File: src/rtl/fpnew_noncomp_wb.sv
// Writeback stage behind the non-computational FP unit: widens results,
// keeps sticky fflags and decouples stalls with a 2-entry skid buffer.
module fpnew_noncomp_wb #(
    parameter int unsigned WIDTH     = 32,
    parameter int unsigned OUT_WIDTH = 64,
    parameter int unsigned TAG_WIDTH = 5
) (
    input  logic                 clk_i,
    input  logic                 rst_i,
    input  logic                 in_valid_i,
    output logic                 in_ready_o,
    input  logic [WIDTH-1:0]     result_i,
    input  logic [4:0]           status_i,
    input  logic                 extension_bit_i,
    input  logic [9:0]           class_mask_i,
    input  logic                 is_class_i,
    input  logic [TAG_WIDTH-1:0] tag_i,
    input  logic                 flush_i,
    output logic                 out_valid_o,
    input  logic                 out_ready_i,
    output logic [OUT_WIDTH-1:0] wb_data_o,
    output logic                 wb_is_int_o,
    output logic [TAG_WIDTH-1:0] tag_o,
    output logic [4:0]           fflags_o,
    input  logic                 fflags_clr_i,
    output logic                 busy_o
);

    typedef struct packed {
        logic [OUT_WIDTH-1:0] data;
        logic                 is_int;
        logic [4:0]           status;
        logic [TAG_WIDTH-1:0] tag;
    } entry_t;

    typedef enum logic [1:0] {EMPTY, ONE, TWO} state_e;

    state_e     state_q;
    entry_t     head_q, tail_q, new_entry;
    logic       out_valid_q, in_ready_q;
    logic [4:0] fflags_q;
    logic       push, pop;

    // Classification results go to the integer regfile as a zero-extended mask;
    // a 1-fill marks a NaN-boxed float.
    always_comb begin
        new_entry        = '0;
        new_entry.data   = is_class_i ? {{(OUT_WIDTH-10){1'b0}}, class_mask_i}
                                      : {{(OUT_WIDTH-WIDTH){extension_bit_i}}, result_i};
        new_entry.is_int = ~extension_bit_i | is_class_i;
        new_entry.status = status_i;
        new_entry.tag    = tag_i;
    end

    assign push = in_valid_i & in_ready_q;
    assign pop  = out_valid_q & out_ready_i;

    always_ff @(posedge clk_i) begin
        if (rst_i) begin
            state_q     <= EMPTY;
            out_valid_q <= 1'b0;
            in_ready_q  <= 1'b1;
            fflags_q    <= '0;
            head_q      <= '0;
        end else if (flush_i) begin
            state_q     <= EMPTY;
            out_valid_q <= 1'b0;
            in_ready_q  <= 1'b1;
            if (fflags_clr_i) fflags_q <= '0;
        end else begin
            // Clear takes effect before the popped head's status is merged.
            if (pop)               fflags_q <= (fflags_clr_i ? 5'b0 : fflags_q) | head_q.status;
            else if (fflags_clr_i) fflags_q <= '0;

            unique case (state_q)
                EMPTY: begin
                    if (push) begin
                        head_q      <= new_entry;
                        state_q     <= ONE;
                        out_valid_q <= 1'b1;
                        in_ready_q  <= 1'b1;
                    end
                end
                ONE: begin
                    if (push && !pop) begin
                        tail_q      <= new_entry;
                        state_q     <= TWO;
                        out_valid_q <= 1'b1;
                        in_ready_q  <= 1'b0;
                    end else if (pop && !push) begin
                        state_q     <= EMPTY;
                        out_valid_q <= 1'b0;
                        in_ready_q  <= 1'b1;
                    end else if (push && pop) begin
                        head_q      <= new_entry;
                    end
                end
                TWO: begin
                    if (pop) begin
                        head_q      <= tail_q;
                        state_q     <= ONE;
                        out_valid_q <= 1'b1;
                        in_ready_q  <= 1'b1;
                    end
                end
                default: begin
                    state_q     <= EMPTY;
                    out_valid_q <= 1'b0;
                    in_ready_q  <= 1'b1;
                end
            endcase
        end
    end

    assign in_ready_o  = in_ready_q;
    assign out_valid_o = out_valid_q;
    assign busy_o      = out_valid_q;
    assign wb_data_o   = head_q.data;
    assign wb_is_int_o = head_q.is_int;
    assign tag_o       = head_q.tag;
    assign fflags_o    = fflags_q;

endmodule

File: config.mk
export PLATFORM = sky130hd
export DESIGN_NAME = fpnew_noncomp_wb
export DESIGN_NICKNAME = d
export VERILOG_FILES = /design/src/rtl/fpnew_noncomp_wb.sv
export SDC_FILE = /design/constraint.sdc
export NUM_CORES = 1
export LEC_CHECK = 0
export ABC_AREA = 1
export BUFFER_PORTS_ARGS = -buffer_cell sky130_fd_sc_hd__buf_4
export CORE_ASPECT_RATIO = 1.75
export CORE_UTILIZATION = 47
export CTS_BUF_LIST = sky130_fd_sc_hd__clkbuf_16
export DETAILED_ROUTE_END_ITERATION = 7
export PLACE_DENSITY = 0.76
export REMOVE_ABC_BUFFERS = 1
export SKIP_CTS_REPAIR_TIMING = 1
export SLEW_MARGIN = 25
export SYNTH_ARGS = -nofsm -noshare
export SYNTH_HDL_FRONTEND = slang
export SYNTH_SLANG_ARGS = --single-unit
File: constraint.sdc
create_clock -name clk_i -period 3.1 [get_ports clk_i]
set_input_delay 0.155 -clock clk_i [delete_from_list [all_inputs] [get_ports clk_i]]
set_output_delay 0.155 -clock clk_i [all_outputs]
set_load 0.01 [all_outputs]
==> impl_metrics.yaml <==
logic_synthesis:
  ys_types: 19
  yosys.area.top_type: "edfxtp_1"
  synthXorXnorAreaFrac_pct: 0
  synth_compound_area_share_pct: 4.77
  synthArstFlopShare_pct: 0
  ys_ff_latch: 97
  syn-cell-area_um2: 4910
  synth_common_cells: "154 x nor2_1, 123 x nand2_1, 74 x inv_1"
  synth_most_common_cell: "nor2_1"
  muxShareOfSynthArea_pct: 0
  yosysWarningCount: 0
  synth_top_family_by_area: "simple AND/OR/NAND/NOR gates"
  synth.avg_cell_area_um2: 7.61
  synth_area_leaders: "edfxtp_1 27%, dfxtp_1 22%, nor2_1 12%, buf_4 11%, nand2_1 9.4%"
  synth_fa_ha_area_share_pct: 0
  synth.top_cell.area_share_pct: 26.9
  synth_flop_cell: "dfxtp_1"
  synth-simple-area-share_pct: 26.7
  synth-seq-area-share_pct: 48.5
  synthCells: 645
  synth-edff-count: 44
detailed_routing:
  first_pass_iters: 6
  routed_wirelength_um: 10900
  drcViolationCount: 0
  vias: 3972
  detail_route.wl_per_cell_um: 13.0
  via_per_inst: 4.75
  drt_iter0_markers: 323
  ant_nets: 0
hold_path:
  hold_path.class: "input pin to register"
  min_to: "tail_q[7]$_DFFE_PP_"
  hold_depth: 1
  hold_start: "status_i[2]"
power_and_ir_drop:
  p_seq_share_pct: 46.6
  clkPwrFrac_pct: 37.7
  switchingPower_uw: 765
  power.static_leakage_nw: 2.92
  peakVddDrop_v: 0.000317
  internal_power_mw: 2.33
  swShare_pct: 24.7
  power_frac_comb_pct: 15.8
  total_power_mw: 3.09
  powerDensity_nw_per_um2: 530
clock_tree:
  clock-sinks: 97
  cts_root_buf: "clkbuf_16"
  numCtsBuffers: 9
  clkTransAtPathRegs_ps: 60
  clock_latency_ps: 340
  clockBufferDepth: 2
  h-tree-depth: 3
  cts_tree: "built"
worst_setup_path:
  r2r_slack_ps: 1070
  critical_path_class: "register to register"
  slowest_delay_ps: 510
  critPathLaunchType: "register"
  reg2reg_to: "tail_q[31]$_DFFE_PP_"
  crit_path_end_kind: "register"
  reg2reg_depth: 5
  crit_arrival_ps: 2070
  path_buf_inv: 2
  cp_max_fo: 20
  crit_chain: "inv_1 -> nor2_2 -> nand3_1 -> nor2_4 -> buf_4"
  crit_required_ps: 3140
  reg2reg_from: "state_q[0]$_SDFFE_PP0P_"
  cp_slowest_cell: "nor2_4"
  crit_family: "simple AND/OR/NAND/NOR gates"
timing:
  skew_ps: 5.23
  hold_slack_ps: 4.58
  setup_viol: 0
  hold_viol: 0
  worst_pin_slew_ps: 1040
  slew_headroom_pct: 30.6
  fin_crit_ps: 2030
  fmax_ghz: 0.491
  min_period_over_period_pct: 65.6
  finalMaxSlewViolations: 0
  rsz0062_at_grt: "no"
  final.setup.tns_ps: 0
grt:
  grt_max_degree: 77
  grt_overflow: 0
  antenna_found_initial: 0
  grtUsageTotal_pct: 20.2
  grt_pass1_vias: 3751
  grt_first_pass_wirelength_um: 16900
floorplanning:
  die_y_um: 137
  start_util_pct: 48.0
  io-pin-count: 138
  rows: 49
  die_w_um: 79.3
  core_area_um2: 10200
  dieArea_um2: 10900
placed_design:
  gp_congestion: 0.812
  dp_hpwl_um: 7420
  io_buffer_count: 137
  placed_cell_area_um2: 5460
finish:
  stdcell_area_um2: 5830
  drive_gt1_share_pct: 23.4
  antenna_cells: 0
  syn2layout_area_growth_pct: 18.8
  fin_nets: 765
run_status:
  status: "completed"
run:
  maxCapViolCount: 0
==> metal layers <==
metal,track usage (%),vias to the layer above,part of all wire [%]
met5,0,-,0
met4,10.2,0,2.8
met3,3.38,22,4.1
met2,36.9,125,56
met1,22.0,1791,37
li1,-,2034,-
==> registers in the layout, summed over array words and instances, names as in the netlist <==
name and cells:
tail_q 44, wb_data_o 33, fflags_o 5, head_q 5
tag_o 5, state_q 2, busy_o 1, in_ready_o 1
wb_is_int_o 1
==> cells in the final DEF (no fill, tap or decap), drive strengths merged, types with 2 or more instances in the layout <==
cell / synthesis / final
o21ai: 2 / 2
nand3: 47 / 47
nor2: 157 / 157
a21oi: 36 / 36
clkinv: 0 / 4
buf: 97 / 143
nand2: 124 / 124
inv: 76 / 77
a32oi: 5 / 5
dlygate4sd3: 0 / 6
edfxtp: 44 / 44
bufinv: 0 / 2
clkbuf: 3 / 9
dfxtp: 53 / 53
==> cell families (layout without fill, tap and decap cells) <==
kind of cell | Yosys count | after routing
flip-flops | 97 | 97
buffers and inverters | 176 | 241
AO/OA/AOI/OAI | 43 | 43
AND/OR/NAND/NOR | 329 | 329
==> worst max path at each step <==
stage / startpoint / endpoint / slack [ps] / depth (start not counted)
2_1_floorplan: rst_i / tail_q[0]$_DFFE_PP_ / 7 / 3
3_3_place_gp: state_q[0]$_SDFFE_PP0P_ / tail_q[39]$_DFFE_PP_ / 1200 / 5
3_5_place_dp: state_q[0]$_SDFFE_PP0P_ / tail_q[3]$_DFFE_PP_ / 1110 / 5
4_1_cts: state_q[0]$_SDFFE_PP0P_ / tail_q[23]$_DFFE_PP_ / 1100 / 5
5_1_grt: in_ready_o$_SDFFE_PP1P_ / wb_data_o[21]$_SDFFE_PP0P_ / 860 / 9
6_report: state_q[0]$_SDFFE_PP0P_ / tail_q[31]$_DFFE_PP_ / 1070 / 5
==> area by class of cell <==
class / count / area (µm²)
Clock buffer: 9 / 225
Timing Repair Buffer: 149 / 1130
Clock inverter: 7 / 86.3
Fill cell: 957 / 4410
Multi-Input combinational cell: 372 / 1560
Tap cell: 127 / 159
Sequential cell: 97 / 2380
Inverter: 76 / 285
==> worst reg2reg max path: cells and delay by family, from the launching register on <==
| kind | cells | cell delay [ps] |
|---|---|---|
| AND/OR/NAND/NOR | 3 | 840 |
| buffers and inverters | 2 | 470 |
| flip-flops | 1 | 420 |
==> power by group through the flow <==
stage	clock network (mW)	registers (mW)	logic (mW)
after global placement	0	1.46	0.471
after floorplan	0	1.50	0.195
after CTS	1.19	1.44	0.484
after detailed placement	0	1.47	0.483
final	1.16	1.44	0.488
after global routing	1.23	1.45	0.547
==> metrics by stage <==
| step | worst slack, ps | util [%] | cells |
|---|---|---|---|
| 2_1_floorplan | 7.38 | - | 545 |
| 3_3_place_gp | 1200 | 53.3 | 815 |
| 3_5_place_dp | 1110 | 53.3 | 815 |
| 4_1_cts | 1100 | 56.4 | 831 |
| 5_1_grt | 864 | 57.0 | 837 |
| 6_report | 1070 | 57.0 | 837 |
Power figures use the tool's default switching activity.
